`src/rtl/adc_pkg.sv`:
```
// Shared definitions for the flash-ADC thermometer path: code widths plus the
// thermometer validity check and highest-set-bit encode used by encoder and DAC benches.
package adc_pkg;

  localparam int N_BITS_DEF   = 3;
  localparam int N_THERMO_DEF = 2**N_BITS_DEF - 1;

  typedef logic [N_THERMO_DEF-1:0] thermo_t;
  typedef logic [N_BITS_DEF-1:0]   bin_t;

  localparam thermo_t THERMO_ONE = thermo_t'(1);

  // A thermometer word is 2**k-1: adding one carries through every set bit,
  // so it shares no bit with its successor (all-ones wraps to zero).
  function automatic logic is_thermo(input thermo_t word);
    thermo_t nxt;
    nxt = word + THERMO_ONE;
    return (word & nxt) == '0;
  endfunction

  function automatic bin_t thermo_to_bin(input thermo_t word);
    bin_t b;
    b = '0;
    for (int i = 0; i < N_THERMO_DEF; i++) begin
      if (word[i]) b = bin_t'(i + 1);
    end
    return b;
  endfunction

endpackage

```
`src/rtl/adc_bubble_corrector.sv`:
```
// Three-input majority filter across neighbouring comparator outputs; the
// virtual comparator below bit 0 reads 1 and the one above the top reads 0.
module adc_bubble_corrector #(
  parameter int N_THERMO = 7
) (
  input  logic [N_THERMO-1:0] t_raw,
  output logic [N_THERMO-1:0] t_fix
);

  logic [N_THERMO+1:0] ext;

  assign ext = {1'b0, t_raw, 1'b1};

  for (genvar i = 0; i < N_THERMO; i++) begin : g_maj
    assign t_fix[i] = (ext[i]   & ext[i+1]) |
                      (ext[i]   & ext[i+2]) |
                      (ext[i+1] & ext[i+2]);
  end

endmodule

```
`src/rtl/adc_thermo_encoder.sv`:
```
// Thermometer-to-binary encoder for a flash comparator bank: synchronise,
// capture on strobe, bubble-correct, encode, and count non-thermometer captures.
module adc_thermo_encoder
  import adc_pkg::*;
#(
  parameter  int N_BITS      = N_BITS_DEF,
  parameter  int SYNC_STAGES = 2,
  parameter  int CNT_W       = 8,
  localparam int N_THERMO    = 2**N_BITS - 1
) (
  input  logic                clk,
  input  logic                rst,
  input  logic [N_THERMO-1:0] t_in,
  input  logic                sample_en,
  input  logic                err_clr,
  output logic [N_BITS-1:0]   b_out,
  output logic                b_valid,
  output logic                bubble_err,
  output logic [CNT_W-1:0]    bubble_cnt
);

  localparam logic [CNT_W-1:0] CNT_MAX = '1;
  localparam logic [CNT_W-1:0] CNT_ONE = CNT_W'(1);

  logic [SYNC_STAGES-1:0][N_THERMO-1:0] sync_q;
  logic [N_THERMO-1:0]                  t_sync;
  logic [N_THERMO-1:0]                  cap_word;
  logic                                 cap_vld;
  logic [N_THERMO-1:0]                  c_word;
  logic                                 cap_bubble;

  // NOTE: every flop uses non-blocking assignment so all stages sample the
  // pre-edge values and the chain shifts by exactly one stage per clock.
  for (genvar s = 0; s < SYNC_STAGES; s++) begin : g_sync
    if (s == 0) begin : g_first
      always_ff @(posedge clk or posedge rst) begin
        if (rst) sync_q[s] <= '0;
        else     sync_q[s] <= t_in;
      end
    end else begin : g_next
      always_ff @(posedge clk or posedge rst) begin
        if (rst) sync_q[s] <= '0;
        else     sync_q[s] <= sync_q[s-1];
      end
    end
  end

  assign t_sync = sync_q[SYNC_STAGES-1];

  always_ff @(posedge clk or posedge rst) begin
    if (rst) begin
      cap_word <= '0;
      cap_vld  <= 1'b0;
    end else begin
      cap_vld <= sample_en;
      if (sample_en) cap_word <= t_sync;
    end
  end

  adc_bubble_corrector #(
    .N_THERMO (N_THERMO)
  ) u_bubble_corrector (
    .t_raw (cap_word),
    .t_fix (c_word)
  );

  // Validity is judged on the raw capture, not the corrected word, so a
  // bubble the filter repairs is still reported.
  assign cap_bubble = cap_vld && !is_thermo(cap_word);

  always_ff @(posedge clk or posedge rst) begin
    if (rst) begin
      b_out      <= '0;
      b_valid    <= 1'b0;
      bubble_err <= 1'b0;
      bubble_cnt <= '0;
    end else begin
      b_valid <= cap_vld;
      if (cap_vld) b_out <= thermo_to_bin(c_word);

      // A clear coinciding with a new bubble acts first, leaving a count of one.
      if (cap_bubble) begin
        bubble_err <= 1'b1;
        if (err_clr)                    bubble_cnt <= CNT_ONE;
        else if (bubble_cnt != CNT_MAX) bubble_cnt <= bubble_cnt + CNT_ONE;
      end else if (err_clr) begin
        bubble_err <= 1'b0;
        bubble_cnt <= '0;
      end
    end
  end

endmodule
```
`config.mk`:
```
export PLATFORM = sky130hd
export DESIGN_NAME = adc_thermo_encoder
export DESIGN_NICKNAME = d
export VERILOG_FILES = /design/src/rtl/adc_pkg.sv /design/src/rtl/adc_bubble_corrector.sv /design/src/rtl/adc_thermo_encoder.sv
export SDC_FILE = /design/constraint.sdc
export NUM_CORES = 1
export LEC_CHECK = 0
export BUFFER_PORTS_ARGS = -buffer_cell sky130_fd_sc_hd__buf_2
export CORE_UTILIZATION = 55
export CTS_CLUSTER_DIAMETER = 80
export DETAILED_ROUTE_END_ITERATION = 7
export GPL_ROUTABILITY_DRIVEN = 1
export HOLD_SLACK_MARGIN = 0.02
export PLACE_DENSITY = 0.78
export SYNTH_ARGS = -nofsm -noshare
export SYNTH_HDL_FRONTEND = slang
export SYNTH_SLANG_ARGS = --single-unit
```
`constraint.sdc`:
```
create_clock -name clk -period 2.85 [get_ports clk]
set_clock_uncertainty 0.05 [all_clocks]
set_input_delay 0.57 -clock clk [delete_from_list [all_inputs] [get_ports clk]]
set_output_delay 0.57 -clock clk [all_outputs]
set_load 0.03 [all_outputs]
```
==> metrics.csv, run 1 <==
metric,value,unit
core area,2500,sq um
fin crit share,0.743,
Max Cap Violations,0,
"Seq/Total Area, Yosys",0.592,
Critical Path Source Type,register,
grt total ovfl,0,
antenna-violating nets left,0,
"Min Clock Period, post-route",2.12,ns
clock buffer count from CTS,5,
Hold Path Class,input port to async pin,
CP Capture Type,register,
H-tree depth,2,
Worst slew margin,0.724,
sw frac,0.283,
Layout fillers,185,
Placed Instance Area,1590,sq um
gate count after technology mapping,129,
R2R setup slack,0.73,ns
worst reg-to-reg path cell count,6,
first-pass GRT wire length,4220,um
worst-path cell chain,ha_1 -> nand4_1 -> o21ai_1 -> o21ba_1 -> nand4_1 -> mux2_1,
Peak supply drop,0.000508,V
Final Setup Violations,0,
share of layout cells above drive strength 1,0.292,
cell count along the critical path,6,
worst hold slack,0.250,ns
Ports,24,
cell mode on critical path,nand4_1,
Critical Path Source,bubble_cnt[0]$_DFFE_PP0P_,
nets,165,
post-synth cell types,46,
diode count,0,
detailed-route DRC error count,0,
Sink Count,35,
P_sw,0.288,mW
DRT Wirelength,2440,um
FF-to-FF Start,bubble_cnt[0]$_DFFE_PP0P_,
DRT Pass-1 Iters,4,
synth-to-layout area growth,12.5,%
Fin. Hold Viols,0,
final setup TNS,0,ns
top post-synthesis cells by area,"dfrtp_1 (59%), mux2_2 (3.8%), nor2_1 (2.8%), inv_1 (2.5%), o21ai_0 (2.4%)",
Vias/cell,5.56,
post-DP HPWL,1680,um
clock power share,0.298,
Post-synth EDFFs,0,
Syn Std Cell Area,1480,sq um
placed cell count,176,
combinational fraction of design power,0.144,
Die Span Y,53.9,um
Die Width,53.9,um
Setup crit end,bubble_cnt[3]$_DFFE_PP0P_,
syn_area_per_cell,11.5,sq um
hold buffers post-CTS,0,
syn_nets,141,
number of register bits inferred by synthesis,35,
Post-synth top flop,dfrtp_1,
DRT iter0 DRCs,16,
worst slack at placement,0.755,ns
Rows,18,
cell class contributing the biggest share of worst-path delay,compound AO/OA/AOI/OAI gates,
slew at the pin closest to its max-slew limit,0.414,ns
WP buf/inv,0,
RSZ-0062 raised after global routing,false,
# resized after CTS,0,
total track usage,0.220,
fin cells,184,
clock-pin slew on the worst setup and hold paths,0.10,ns
"Worst Setup Slack, final",0.733,ns
CTS tree,built,
Root Driver,clkbuf_4,
critical path peak fanout,11,
vias in the first global route,968,
Yosys warnings,0,
clk buf depth,2,
antenna violations before repair,0,
biggest area consumer among synthesized cells,dfrtp_1,
CP required,3.03,ns
I/O Buffers,23,
clock latency on the worst-skew pair,0.34,ns
WP data arrival,2.30,ns
cell-internal power,0.732,mW
Worst Setup Path Type,register to register,
Initial Utilization,0.592,
Vias,1023,
Post-CTS Setup Bufs,0,
LEAKAGE,0.792,nW
largest net degree at the start of global routing,36,
Power Density,613,nW/um^2
average wire per standard cell,13.2,um
"Slowest-stage cell, CP",o21ba_1,
post-route cell area,1670,sq um
Final Slew Violations,0,
outcome,completed,
Die Area,2900,sq um
Post-synth ARST share,1.00,
Reg power frac,0.558,
gp weighted congestion,0.852,
max incr delay on CP,0.48,ns
top cell type's share of synthesized area,0.592,
maximum operating frequency,472,MHz
reg2reg end,bubble_cnt[3]$_DFFE_PP0P_,
[Yosys cell counts, drive strengths merged (2+ instances only)]
cell / number
nand2: 8
nor2: 12
dfrtp: 35
a21oi: 7
buf: 4
mux2: 6
inv: 10
nand3: 2
clkbuf: 3
nand4: 3
and2: 2
o21ai: 9
o32ai: 2
a31o: 2
a31oi: 2
o311ai: 2
[stage by stage]
stage	utilization	power (mW)
final	0.666	1.02
after global routing	0.666	1.08
after CTS	0.666	1.04
after detailed placement	0.637	0.726
after global placement	0.637	0.720
after floorplan	-	0.691
[metal layers]
metal | wire (um) | part of all wire | global-route usage
met5 | 0 | 0 | 0
met4 | 59 | 0.024 | 0.132
met2 | 1160 | 0.47 | 0.309
met3 | 105 | 0.043 | 0.0960
met1 | 1120 | 0.46 | 0.279
[layout make-up]
class / instances / area [sq um] / area share
multi-input cells: 77 / 519 / 0.312
clock inverters: 1 / 7.51 / 0.00451
inverters: 10 / 37.5 / 0.0225
flip-flops and latches: 35 / 876 / 0.526
repair buffers: 24 / 123 / 0.0736
clock buffers: 7 / 65.1 / 0.0391
well taps: 30 / 37.5 / 0.0225
[worst register-to-register path, delay by kind of cell (launching register included)]
kind            cells  cell delay, ns
mux                 1            0.33
simple gates        2            0.33
fa+ha+maj           1            0.28
compound gates      2            0.57
flops               1            0.45
[cells by family after synthesis]
logic type,share of synthesized area
flip-flops,0.592
AO/OA/AOI/OAI,0.166
AND/OR/NAND/NOR,0.118
buffers and inverters,0.0575
multiplexers,0.0524
XOR/XNOR,0.00592
adder cells (fa/ha/maj),0.00845
[state kept, by name (all words and copies together), names as in the netlist]
register,cells
cap_word,7
bubble_err,1
b_valid,1
sync_q,7
bubble_cnt,8
t_sync,7
b_out,3
cap_vld,1
[power by group through the flow]
stage | sequential [mW] | combinational, mW | clock (mW)
floorplan | 0.594 | 0.0967 | 0
global placement | 0.575 | 0.144 | 0
detailed placement | 0.579 | 0.148 | 0
CTS | 0.569 | 0.149 | 0.318
global route | 0.577 | 0.166 | 0.342
finish | 0.569 | 0.147 | 0.305
[worst min path at each step]
stage	end	cells after the start
2_1_floorplan	t_sync[0]$_DFF_PP0_	0
3_3_place_gp	t_sync[3]$_DFF_PP0_	0
3_5_place_dp	t_sync[3]$_DFF_PP0_	0
4_1_cts	cap_word[3]$_DFFE_PP0P_	3
5_1_grt	sync_q[6]$_DFF_PP0_	1
6_report	bubble_cnt[2]$_DFFE_PP0P_	3
[layout by cell type (no fill, tap or decap), types with 2 or more instances in the layout]
cell type / Yosys / layout
o32ai_1: 2 / 2
mux2_2: 5 / 5
nand2_1: 8 / 8
inv_1: 10 / 10
clkbuf_8: 0 / 2
o21ai_0: 7 / 7
nand3_1: 2 / 2
nor2_1: 11 / 11
nand4_1: 3 / 3
o311ai_0: 2 / 2
clkbuf_4: 0 / 5
a31oi_1: 2 / 2
a21oi_1: 6 / 6
dfrtp_1: 35 / 35
buf_2: 1 / 23
No activity file was read; power rests on OpenSTA's default activity.
==> inputs of run 2 (changes only) <==
ABC_AREA = 1   (was default)
CORE_UTILIZATION = 54   (was 55)
PLACE_DENSITY = 0.77   (was 0.78)
clock period = 2.12 ns   (was 2.85 ns; I/O delays follow)
==> run 2 against run 1 <==
Effect of this change:
- via count rose by 8.2%
- final cell count is 20% higher
- largest power group unchanged
- first-iteration DRC count down 56%
- flip-flop and latch count is the same
- worst setup slack got worse by 0.17 ns
==> metrics.csv, run 2 <==
metric,value,unit
LEAKAGE,0.869,nW
fin crit share,0.733,
Worst slew margin,0.665,
Syn Std Cell Area,1490,sq um
average wire per standard cell,11.4,um
syn_area_per_cell,9.23,sq um
Compound-Gate Fraction of Synth Area,0.0598,
Ports,24,
core area,2540,sq um
Hold Path Class,input port to async pin,
Peak supply drop,0.000662,V
Reg power frac,0.486,
Yosys warnings,0,
Layout fillers,217,
Fin. Hold Viols,0,
synth-to-layout area growth,17.3,%
hold buffers post-CTS,0,
Critical Path Source Type,register,
Rows,18,
grt total ovfl,0,
Sink Count,35,
clock latency on the worst-skew pair,0.34,ns
WP buf/inv,1,
biggest area consumer among synthesized cells,dfrtp_1,
Die Area,2970,sq um
clock buffer count from CTS,5,
gate count after technology mapping,161,
outcome,completed,
"Worst Setup Slack, final",0.566,ns
gp weighted congestion,0.802,
CTS tree,built,
antenna violations before repair,0,
CP required,1.65,ns
RSZ-0062 raised after global routing,false,
worst-path cell chain,buf_2,
nets,202,
detailed-route DRC error count,0,
most numerous cell in the Yosys netlist,nand2_1,
Post-Synth Adder-Cell Area,0.00842,
largest reg by FF count,bubble_cnt,
Initial Utilization,0.584,
area occupied by multi-input gates,549,sq um
"Min Clock Period, post-route",1.55,ns
worst slack at placement,0.652,ns
I/O Buffers,23,
WP data arrival,1.08,ns
Reg area,876,sq um
Power Density,879,nW/um^2
post-DP HPWL,1820,um
DRT Pass-1 Iters,4,
Post-synth ARST share,1.00,
Root Driver,clkbuf_4,
P_sw,0.391,mW
Post-synth top flop,dfrtp_1,
cell-internal power,1.14,mW
Die Span Y,54.5,um
combinational fraction of design power,0.127,
"Slowest-stage cell, CP",dfrtp_1,
slew at the pin closest to its max-slew limit,0.502,ns
Post-synth EDFFs,0,
number of register bits inferred by synthesis,35,
cell class contributing the biggest share of worst-path delay,flip-flops,
Final Slew Violations,0,
top post-synthesis cells by area,"dfrtp_1 (59%), nand2_1 (12%), nand3_1 (5.4%), o21ai_0 (3.7%), inv_1 (3.0%)",
Synth Area in Simple Gates,0.280,
sw frac,0.255,
H-tree depth,2,
"commonest cells after routing, fill and taps aside","nand2_1 (49), dfrtp_1 (35), buf_2 (23)",
Vias/cell,5.01,
post-synth cell types,24,
FF-to-FF Start,bubble_cnt[0]$_DFFE_PP0P_,
syn_nets,173,
share of layout cells above drive strength 1,0.236,
top cell type's share of synthesized area,0.589,
Commonest cells post-synth,"nand2_1 (49), dfrtp_1 (35), nand3_1 (16), inv_1 (12)",
clock-pin slew on the worst setup and hold paths,0.11,ns
Critical Path Source,bubble_cnt[4]$_DFFE_PP0P_,
Die Width,54.5,um
largest net degree at the start of global routing,36,
vias in the first global route,987,
DRT iter0 DRCs,7,
CP Capture Type,output port,
Post-CTS Setup Bufs,0,
max incr delay on CP,0.50,ns
# resized after CTS,0,
"most common cell after layout, fill and taps aside",nand2_1,
Final Setup Violations,0,
clk buf depth,2,
multiplexer share of the synthesized area,0.0152,
Worst Setup Path Type,register to output port,
DRT Wirelength,2510,um
clock power share,0.387,
Synth Area in XOR/XNOR,0.00589,
Max Cap Violations,0,
critical path peak fanout,7,
"Seq/Total Area, Yosys",0.589,
main combinational cell family by area after synthesis,simple AND/OR/NAND/NOR gates,
max FFs per register,8,
total track usage,0.213,
maximum operating frequency,644,MHz
antenna-violating nets left,0,
final setup TNS,0,ns
diode count,0,
Vias,1107,
first-pass GRT wire length,4250,um
run 2: worst paths after layout:
kind | endpoint | slack, ns | cells after the start
max in group asynchronous | sync_q[0]$_DFF_PP0_ | 1.61 | 3
setup / recovery | bubble_cnt[4] | 0.57 | 1
min in group clk | sync_q[6]$_DFF_PP0_ | 0.14 | 1
setup reg to reg | bubble_cnt[7]$_DFFE_PP0P_ | 0.65 | 8
hold reg to reg | t_sync[0]$_DFF_PP0_ | 0.30 | 0
hold / removal | bubble_cnt[3]$_DFFE_PP0P_ | 0.10 | 3
run 2: layout make-up:
cell class / instances / area share
Clock inverter: 3 / 0.0388
Clock buffer: 5 / 0.0215
Inverter: 14 / 0.0302
Multi-Input combinational cell: 110 / 0.315
Timing Repair Buffer: 24 / 0.0704
Tap cell: 30 / 0.0215
Sequential cell: 35 / 0.503
run 2: cells by family after synthesis:
group / count (synthesis)
AOI/OAI and AO/OA: 17
xor gates and xnor gates: 1
adders and majority gates: 1
buffers and inverters: 16
DFF: 35
muxes: 2
and+or+nand+nor: 89
run 2: per-layer routing:
metal,vias up,global-route usage,wire (um)
met1,502,0.278,1190
li1,577,-,-
met5,-,0,0
met2,24,0.313,1160
met3,4,0.0833,118
met4,0,0.0897,45
run 2: stage by stage:
step / utilization / instance area [sq um] / hold WS, ns / total power [mW] / cells
after detailed placement: 0.644 / 1640 / 0.286 / 0.955 / 213
after floorplan: - / 1490 / 0.281 / 0.894 / 161
after CTS: 0.685 / 1740 / 0.116 / 1.55 / 221
final: 0.685 / 1740 / 0.103 / 1.53 / 221
after global routing: 0.685 / 1740 / 0.110 / 1.61 / 221
after global placement: 0.644 / 1640 / 0.282 / 0.945 / 213
run 2: power by group through the flow:
| stage | Sequential [mW] | Combinational (mW) | Clock, mW |
|---|---|---|---|
| 6_report | 0.745 | 0.195 | 0.593 |
| 5_1_grt | 0.752 | 0.221 | 0.636 |
| 4_1_cts | 0.745 | 0.197 | 0.605 |
| 3_5_place_dp | 0.758 | 0.197 | 0 |
| 3_3_place_gp | 0.755 | 0.191 | 0 |
| 2_1_floorplan | 0.792 | 0.103 | 0 |
